[src/rtl/instr_type.sv]
// Shared load classification produced by decode_load and consumed by load_unit.
package instr_type;
    typedef enum logic [2:0] {
        lk_lb,
        lk_lh,
        lk_lw,
        lk_lbu,
        lk_lhu,
        lk_invalid
    } load_kind_t;
endpackage

[src/rtl/load_unit.sv]
// load_unit: executes one decoded RV32I load at a time.
//   Request side : in_valid/in_ready handshake with kind, byte address, rd.
//   Memory side  : single word read (mem_req_valid/mem_req_ready, mem_addr),
//                  response via mem_resp_valid/mem_resp_data (little-endian).
//   Result side  : out_valid/out_ready handshake with extended data, rd and
//                  error flags (illegal kind, misaligned address, timeout fault).
// States: IDLE -> (REQ -> WAIT ->) DONE -> IDLE. Error paths skip memory.
module load_unit
    import instr_type::*;
#(
    parameter int TIMEOUT = 255
) (
    input  logic             clk,
    input  logic             rst,
    input  logic             in_valid,
    output logic             in_ready,
    input  load_kind_t       in_kind,
    input  logic [31:0]      in_addr,
    input  logic [4:0]       in_rd,
    output logic             mem_req_valid,
    input  logic             mem_req_ready,
    output logic [31:0]      mem_addr,
    input  logic             mem_resp_valid,
    input  logic [31:0]      mem_resp_data,
    output logic             out_valid,
    input  logic             out_ready,
    output logic [31:0]      out_data,
    output logic [4:0]       out_rd,
    output logic             err_illegal,
    output logic             err_misaligned,
    output logic             err_fault
);

    localparam int CW = $clog2(TIMEOUT + 1);
    localparam logic [CW-1:0] TMO = CW'(TIMEOUT);

    typedef enum logic [1:0] {
        S_IDLE,
        S_REQ,
        S_WAIT,
        S_DONE
    } state_t;

    state_t          state_q, state_d;
    load_kind_t      kind_q, kind_d;
    logic [31:0]     addr_q, addr_d;
    logic [4:0]      rd_q, rd_d;
    logic [CW-1:0]   cnt_q, cnt_d;
    logic [31:0]     data_q, data_d;
    logic            ill_q, ill_d;
    logic            mis_q, mis_d;
    logic            flt_q, flt_d;

    logic            in_misaligned;
    logic [31:0]     shifted;
    logic [31:0]     ext;

    // Natural alignment check on the incoming request; bytes never fault.
    always_comb begin
        in_misaligned = 1'b0;
        case (in_kind)
            lk_lh, lk_lhu: in_misaligned = in_addr[0];
            lk_lw:         in_misaligned = |in_addr[1:0];
            default:       in_misaligned = 1'b0;
        endcase
    end

    // Bring the addressed byte/half down to bit 0, then extend by kind.
    always_comb begin
        shifted = mem_resp_data >> {addr_q[1:0], 3'b000};
        ext     = '0;
        case (kind_q)
            lk_lb:   ext = {{24{shifted[7]}}, shifted[7:0]};
            lk_lbu:  ext = {24'd0, shifted[7:0]};
            lk_lh:   ext = {{16{shifted[15]}}, shifted[15:0]};
            lk_lhu:  ext = {16'd0, shifted[15:0]};
            lk_lw:   ext = shifted;
            default: ext = '0;
        endcase
    end

    always_comb begin
        state_d = state_q;
        kind_d  = kind_q;
        addr_d  = addr_q;
        rd_d    = rd_q;
        cnt_d   = cnt_q;
        data_d  = data_q;
        ill_d   = ill_q;
        mis_d   = mis_q;
        flt_d   = flt_q;
        case (state_q)
            S_IDLE: begin
                if (in_valid) begin
                    kind_d = in_kind;
                    addr_d = in_addr;
                    rd_d   = in_rd;
                    data_d = '0;
                    if (in_kind == lk_invalid) begin
                        ill_d   = 1'b1;
                        state_d = S_DONE;
                    end else if (in_misaligned) begin
                        mis_d   = 1'b1;
                        state_d = S_DONE;
                    end else begin
                        state_d = S_REQ;
                    end
                end
            end
            S_REQ: begin
                if (mem_req_ready) begin
                    cnt_d   = '0;
                    state_d = S_WAIT;
                end
            end
            S_WAIT: begin
                // A response in the cycle the counter hits the limit still wins.
                if (mem_resp_valid) begin
                    data_d  = ext;
                    state_d = S_DONE;
                end else if (cnt_q == TMO) begin
                    data_d  = '0;
                    flt_d   = 1'b1;
                    state_d = S_DONE;
                end else begin
                    cnt_d = cnt_q + 1'b1;
                end
            end
            S_DONE: begin
                if (out_ready) begin
                    ill_d   = 1'b0;
                    mis_d   = 1'b0;
                    flt_d   = 1'b0;
                    state_d = S_IDLE;
                end
            end
            default: state_d = S_IDLE;
        endcase
    end

    always_ff @(posedge clk or negedge rst) begin
        if (!rst) begin
            state_q <= S_IDLE;
            kind_q  <= lk_lb;
            addr_q  <= '0;
            rd_q    <= '0;
            cnt_q   <= '0;
            data_q  <= '0;
            ill_q   <= 1'b0;
            mis_q   <= 1'b0;
            flt_q   <= 1'b0;
        end else begin
            state_q <= state_d;
            kind_q  <= kind_d;
            addr_q  <= addr_d;
            rd_q    <= rd_d;
            cnt_q   <= cnt_d;
            data_q  <= data_d;
            ill_q   <= ill_d;
            mis_q   <= mis_d;
            flt_q   <= flt_d;
        end
    end

    assign in_ready       = (state_q == S_IDLE);
    assign mem_req_valid  = (state_q == S_REQ);
    assign mem_addr       = {addr_q[31:2], 2'b00};
    assign out_valid      = (state_q == S_DONE);
    assign out_data       = data_q;
    assign out_rd         = rd_q;
    assign err_illegal    = ill_q;
    assign err_misaligned = mis_q;
    assign err_fault      = flt_q;

endmodule
[config.mk]
export PLATFORM = sky130hd
export DESIGN_NAME = load_unit
export DESIGN_NICKNAME = d
export VERILOG_FILES = /design/src/rtl/instr_type.sv /design/src/rtl/load_unit.sv
export SDC_FILE = /design/constraint.sdc
export NUM_CORES = 1
export LEC_CHECK = 0
export ABC_CLOCK_PERIOD_IN_PS = 5500
export CAP_MARGIN = 40
export CORE_AREA = 3 3 91 111
export DETAILED_ROUTE_END_ITERATION = 12
export DIE_AREA = 0 0 94 114
export PLACE_DENSITY = 0.9
export SKIP_LAST_GASP = 1
export SYNTH_ARGS = -nofsm -noshare
export SYNTH_HDL_FRONTEND = slang
export SYNTH_SLANG_ARGS = --single-unit
[constraint.sdc]
create_clock -name clk -period 5.5 [get_ports clk]
set_input_delay 0.825 -clock clk [delete_from_list [all_inputs] [get_ports clk]]
set_output_delay 0.825 -clock clk [all_outputs]
set_load 0.02 [all_outputs]
[Yosys cells after proc, flatten, opt, wreduce, memory -nomap -nowiden]
Index checks and enable logic that the tools add are counted.
Word-level totals
  register bits: 85
  word-level logic and storage cells: 77
  output and inout bits: 75
  input bits: 78
Operators by class
  shifts and indexed selects: 1
  reductions and logical operators: 15
  equality and inequality tests: 22
  multiplexer cells: 29
  $add $sub $neg: 1
Operators by type and width (number)
  $pmux W32 S5: 1
  $mux W32: 3
  $pmux W32 S2: 1
  $shr A32 B5 Y32: 1
  $mux W8: 3
  $pmux W8 S2: 1
  $reduce_and A4 Y1: 4
  $mux W2: 7
  $ne A2 B2 Y1 const B: 5
  $eq A3 B2 Y1 const B: 3
  $eq A3 B3 Y1 const B: 3
  $add A8 B1 Y8 const B: 1
  $eq A8 B8 Y1 const B: 1
  $mux W1: 8
  $ne A2 B1 Y1 const B: 4
  $pmux W1 S2: 4
  $pmux W2 S4: 1
  $reduce_bool A2 Y1: 4
  $eq A3 B1 Y1 const B: 2
  $reduce_and A5 Y1: 1
  $eq A2 B2 Y1 const B: 2
  $reduce_or A2 Y1: 2
  $logic_not A3 Y1: 1
  $ne A3 B3 Y1 const B: 1
  4 further kinds: 4

[Depth between registers and ports, before layout]
  depth in word-level cells: 7
  mapped depth: 8
  gate-level depth less buffers: 6

[Worst setup path after synthesis]
OpenSTA, ideal clock, no wires.
  path type: input port to flip-flop
  from: input mem_resp_valid
  to: register data_q[10], in the netlist out_data[10]
  stages on the path: 4
  required time: 5.432 ns
  path buffers: 0
  data arrival time: 2.013 ns
  slack: 3.419 ns
  setup time: 0.068 ns
  path through: nand2_1 -> or3_4 -> nor4_2 -> a221o_1
Between the ends
  longest elaborated chain between the ends: 2
  elaborated cells on any way between the ends: 4
  classes of those cells: eq/ne (1); mux (2); reduce/logical (1)
RTL lines
  from (decl): RTL line load_unit.sv:23  | input logic mem_resp_valid,
  $ne A3 B3 Y1 (no source line) / $mux W32 (equally long branches)
  $reduce_and A3 Y1 (no source line) / $pmux W32 S2 (equally long branches)
  to (signal assigned): RTL line load_unit.sv:158  | data_q <= data_d;
  to (decl): RTL line load_unit.sv:49  | logic [31:0] data_q, data_d;
Parallel ways exist; a longest one is shown, timed or not.
A chain may end at the register's enable or synchronous reset.

[Worst setup path in the final report]
  from: register state_q[0]
  to: register data_q[20], in the netlist out_data[20]
Between the ends
  longest elaborated chain between the ends: 3
  elaborated cells on any way between the ends: 7
  classes of those cells: eq/ne (3); mux (1); reduce/logical (3)
RTL lines
  from (decl): RTL line load_unit.sv:44  | state_t state_q, state_d;
  from (signal assigned): RTL line load_unit.sv:153  | state_q <= state_d;
  $eq A2 B2 Y1 / $logic_not A2 Y1 (equally long branches): RTL line load_unit.sv:92  | case (state_q)
  $ne A3 B3 Y1 (no source line) (tied with other cells)
  $reduce_and A3 Y1 (no source line)
Parallel ways exist; a longest one is shown, timed or not.

==> metrics.log <==
[metrics] Critical Setup Path Class: flop to flop
[metrics] count of port buffers added during placement: 150
[metrics] count of placed standard cells including taps: 595
[metrics] Distinct cells, synth: slightly below 50
[metrics] number of iterations in the first detailed-routing pass: 5
[metrics] cell types occupying the most area after synthesis: sky130_fd_sc_hd__dfrtp_1 (48%), sky130_fd_sc_hd__mux2_2 (13%), sky130_fd_sc_hd__buf_4 (5.6%)
[metrics] starting density of the core: about half
[metrics] number of antenna violations at the first check in global routing: 0
[metrics] final total negative setup slack: 0 ns
[metrics] post-route DRC violation count: 0
[metrics] Detailed Place HPWL: roughly 8500 µm
[metrics] clock tree from TritonCTS: done
[metrics] post-synthesis sequential element count: between 80 and 90
[metrics] arrival time at the worst endpoint: about 3.0 ns
[metrics] clock sinks: 85
[metrics] post-route minimum period: between 2 and 3 ns
[metrics] maximum vdd ir drop: 0.4055 mV
[metrics] Reg power frac: about a third
[metrics] Die Outline Area: approximately 11000 µm²
[metrics] fill count: ~700
[metrics] clock latency at the later pin of the worst-skew pair: 0.36 ns
[metrics] growth of design area from synthesis to finish: 34.83%
[metrics] worst-case clock skew: ~0.012 ns
[metrics] part of the Yosys area used for sequential elements: roughly 48%
[metrics] Primary FF master, synth: sky130_fd_sc_hd__dfrtp_1
[metrics] mean instance size in the synthesized netlist: 11.92 µm²
[metrics] crit path max fanout: 16
[metrics] number of nets with antenna violations after detailed routing: 0
[metrics] critical path data required time: roughly 5.8 ns
[metrics] pwr dens: approximately 570 nW/µm²
[metrics] Placer Congestion: ~0.8
[metrics] startpoint class of the critical path: flop
[metrics] critical path, cell by cell: inv_1 -> ha_1 -> nand2_1 -> or3_4 -> a2111oi_4 -> a221o_2
[metrics] maximum cell stage delay along the critical path: 0.75 ns
[metrics] clock slew at the register clock pins of the worst setup and hold paths: approximately 0.09 ns
[metrics] Post-Syn Area: between 4000 and 5000 µm²
[metrics] Worst Setup End Kind: flop
[metrics] endpoints failing hold: 0
[metrics] worst reg-to-reg setup slack: between 2 and 3 ns
[metrics] vias: roughly 3400
[metrics] hold buffer count at CTS: 0
[metrics] slew of the pin with the lowest slew margin: 0.9546 ns
[metrics] Hold Path Class: primary input to asynchronous set/reset pin
[metrics] share of layout cells above drive strength 1: between 15 and 20%
[metrics] Psw: ~1.4 mW
[metrics] core box area: between 9000 and 10000 µm²
[metrics] total track usage: 21.40%
[metrics] switching power as a share of total power: between 40% and 50%
[metrics] library cell occupying the most area in the post-synthesis netlist: sky130_fd_sc_hd__dfrtp_1
[metrics] cell at the slowest stage of the critical path: sky130_fd_sc_hd__a2111oi_4
[metrics] Placement Rows: 38
[metrics] commonest cells after routing, fill and taps aside: sky130_fd_sc_hd__clkdlybuf4s50_1 (149), sky130_fd_sc_hd__dfrtp_1 (85), sky130_fd_sc_hd__mux2_2 (51)
[metrics] vias in the first global route: roughly 3400
[metrics] internal power contribution: 2.031 mW
[metrics] Max-Slew Margin vs Limit: between 30% and 40%
[metrics] post-synthesis async set-or-reset flop share: 100.0%
[metrics] total wire length: about 11000 µm
[metrics] first-pass GRT wire length: between 15000 and 20000 µm
[metrics] setup repair after global routing missed its margin: false
[metrics] antenna fix cells: 0
[metrics] number of gates resized after cts: 0
[metrics] Final Instance Count excl. Fillers: roughly 610
[metrics] maximum number of pins on one net before global-route repair: 56
[metrics] top-area cell type share of the netlist area: around 48%
[metrics] total overflow reported by the global router: 0
[metrics] setup violation total in the final timing report: 0
[metrics] Maximum Capacitance Violations: 0
[metrics] Setup Buffers After CTS: 0
[metrics] Num CTS Buffers: 9
[metrics] die height: roughly 110 µm
[metrics] fmax: 366.4 MHz
[metrics] number of nets at the end of the flow: 570
[metrics] drt via density: around 5.5
[metrics] Clk pwr share: between 10% and 20%
[metrics] Die W: 94 µm
[metrics] WL per Instance: between 15 and 20 µm
[metrics] part of the cycle the worst path needs: 49.63%
[metrics] status: completed
[metrics] I/O pin count: 153
[metrics] largest buffer count on any clock path: 2
[metrics] max-slew violation total from the final report: 0
[metrics] most common cell after layout, fill and taps aside: sky130_fd_sc_hd__clkdlybuf4s50_1
[metrics] number of H-tree levels: 3
[metrics] worst slack on hold paths: ~0.4 ns
[metrics] instance count of the mapped netlist: about 370
[metrics] root buf cell: sky130_fd_sc_hd__clkbuf_8
[metrics] number of synthesized flops with an enable pin: 0
[metrics] violation count after the first detailed-route iteration: around 210
[metrics] total number of yosys warnings: 0
[metrics] Leak: 2.504 nW
[metrics] combinational fraction of design power: 53.6%
## worst max-delay path, delay by kind of cell (launching register included)
kind / cells / cell delay (ns)
AO/OA/AOI/OAI: 2 / 0.99
adder cells (fa/ha/maj): 1 / 0.40
AND/OR/NAND/NOR: 2 / 0.74
buffers and inverters: 1 / 0.13
flip-flops: 1 / 0.41
## flip-flops by register name, indices dropped and copies added, names as in the netlist
signal and cells:
kind_q 3, out_data 32, cnt_q 8, err_illegal 1, state_q 2, addr_q 32, err_fault 1, err_misaligned 1
out_rd 5
## logic make-up (layout without fill, tap and decap cells)
logic type | count (synthesis) | after routing | synth area share, %
compound gates | 69 | 69 | 13.12
xor+xnor | 3 | 3 | 0.5928
fa+ha+maj | 6 | 6 | 1.693
buf+inv | 59 | 177 | 8.891
flops | 85 | 85 | 47.98
mux | 73 | 73 | 17.92
other cells | 1 | 2 | 0.08459
simple gates | 76 | 76 | 9.709
## area by class of cell
cell class,count,area (µm²),area share [%]
inverters,8,30.03,0.5024
well taps,120,150.1,2.512
flip-flops and latches,85,2127,35.59
clock inverters,7,73.82,1.235
clock buffers,9,123.9,2.072
multi-input cells,229,1918,32.09
repair buffers,153,1554,26.00
## per-layer routing
layer	track usage [%]	part of all wire [%]	vias up
met5	0	0	-
met4	6.166	1.4	0
met3	3.628	4.7	12
met2	38.42	55	113
met1	26.23	38	1703
li1	-	-	1558
## through the flow
stage | cell area [µm²] | setup slack (ns) | utilization, % | power (mW)
2_1_floorplan | 4437 | 3.419 | - | 2.384
3_3_place_gp | 5732 | 2.431 | 63.45 | 2.888
3_5_place_dp | 5779 | 2.433 | 63.98 | 2.969
4_1_cts | 5977 | 2.784 | 66.16 | 3.424
5_1_grt | 5977 | 2.622 | 66.16 | 3.608
6_report | 5977 | 2.770 | 66.16 | 3.407
## power by group through the flow
stage                     registers (mW)  clock network (mW)  logic [mW]
after floorplan                     1.20                   0        1.19
after global placement              1.12                   0        1.77
after detailed placement            1.14                   0        1.83
after CTS                           1.13               0.456        1.84
after global routing                1.17               0.487        1.95
final                               1.13               0.449        1.83
## path summary, 6_finish.rpt
| kind | start | to | cells after the start |
|---|---|---|---|
| worst max-delay path | state_q[0] | out_data[20] | 6 |
| worst min-delay path | rst | addr_q[13] | 1 |
| worst max register to register | state_q[0] | out_data[20] | 6 |
| worst min register to register | out_data[0] | out_data[0] | 1 |
| max in group asynchronous | rst | addr_q[0] | 2 |
| min in group clk | out_data[0] | out_data[0] | 1 |
## Yosys cell counts, types with 2 or more instances
| library cell | n |
|---|---|
| sky130_fd_sc_hd__buf_6 | 6 |
| sky130_fd_sc_hd__and3_1 | 3 |
| sky130_fd_sc_hd__o21ai_0 | 10 |
| sky130_fd_sc_hd__buf_2 | 3 |
| sky130_fd_sc_hd__a221o_2 | 16 |
| sky130_fd_sc_hd__inv_1 | 8 |
| sky130_fd_sc_hd__nor2_1 | 15 |
| sky130_fd_sc_hd__ha_1 | 6 |
| sky130_fd_sc_hd__dfrtp_1 | 85 |
| sky130_fd_sc_hd__o211ai_1 | 2 |
| sky130_fd_sc_hd__buf_4 | 33 |
| sky130_fd_sc_hd__a21oi_1 | 10 |
| sky130_fd_sc_hd__nand3_1 | 7 |
| sky130_fd_sc_hd__nor2b_1 | 2 |
| sky130_fd_sc_hd__nand2b_1 | 5 |
| sky130_fd_sc_hd__or4_1 | 3 |
| sky130_fd_sc_hd__a221o_1 | 8 |
| sky130_fd_sc_hd__o31ai_1 | 5 |
| sky130_fd_sc_hd__nand2_1 | 24 |
| sky130_fd_sc_hd__mux2i_1 | 22 |
| sky130_fd_sc_hd__nor4bb_1 | 2 |
| sky130_fd_sc_hd__a211oi_1 | 2 |
| sky130_fd_sc_hd__clkbuf_1 | 5 |
| sky130_fd_sc_hd__xor2_1 | 3 |
| sky130_fd_sc_hd__mux2_2 | 51 |
| sky130_fd_sc_hd__nor4_1 | 2 |
| sky130_fd_sc_hd__buf_1 | 4 |
| sky130_fd_sc_hd__o2bb2ai_1 | 9 |
(Power assumes the default switching activity.)
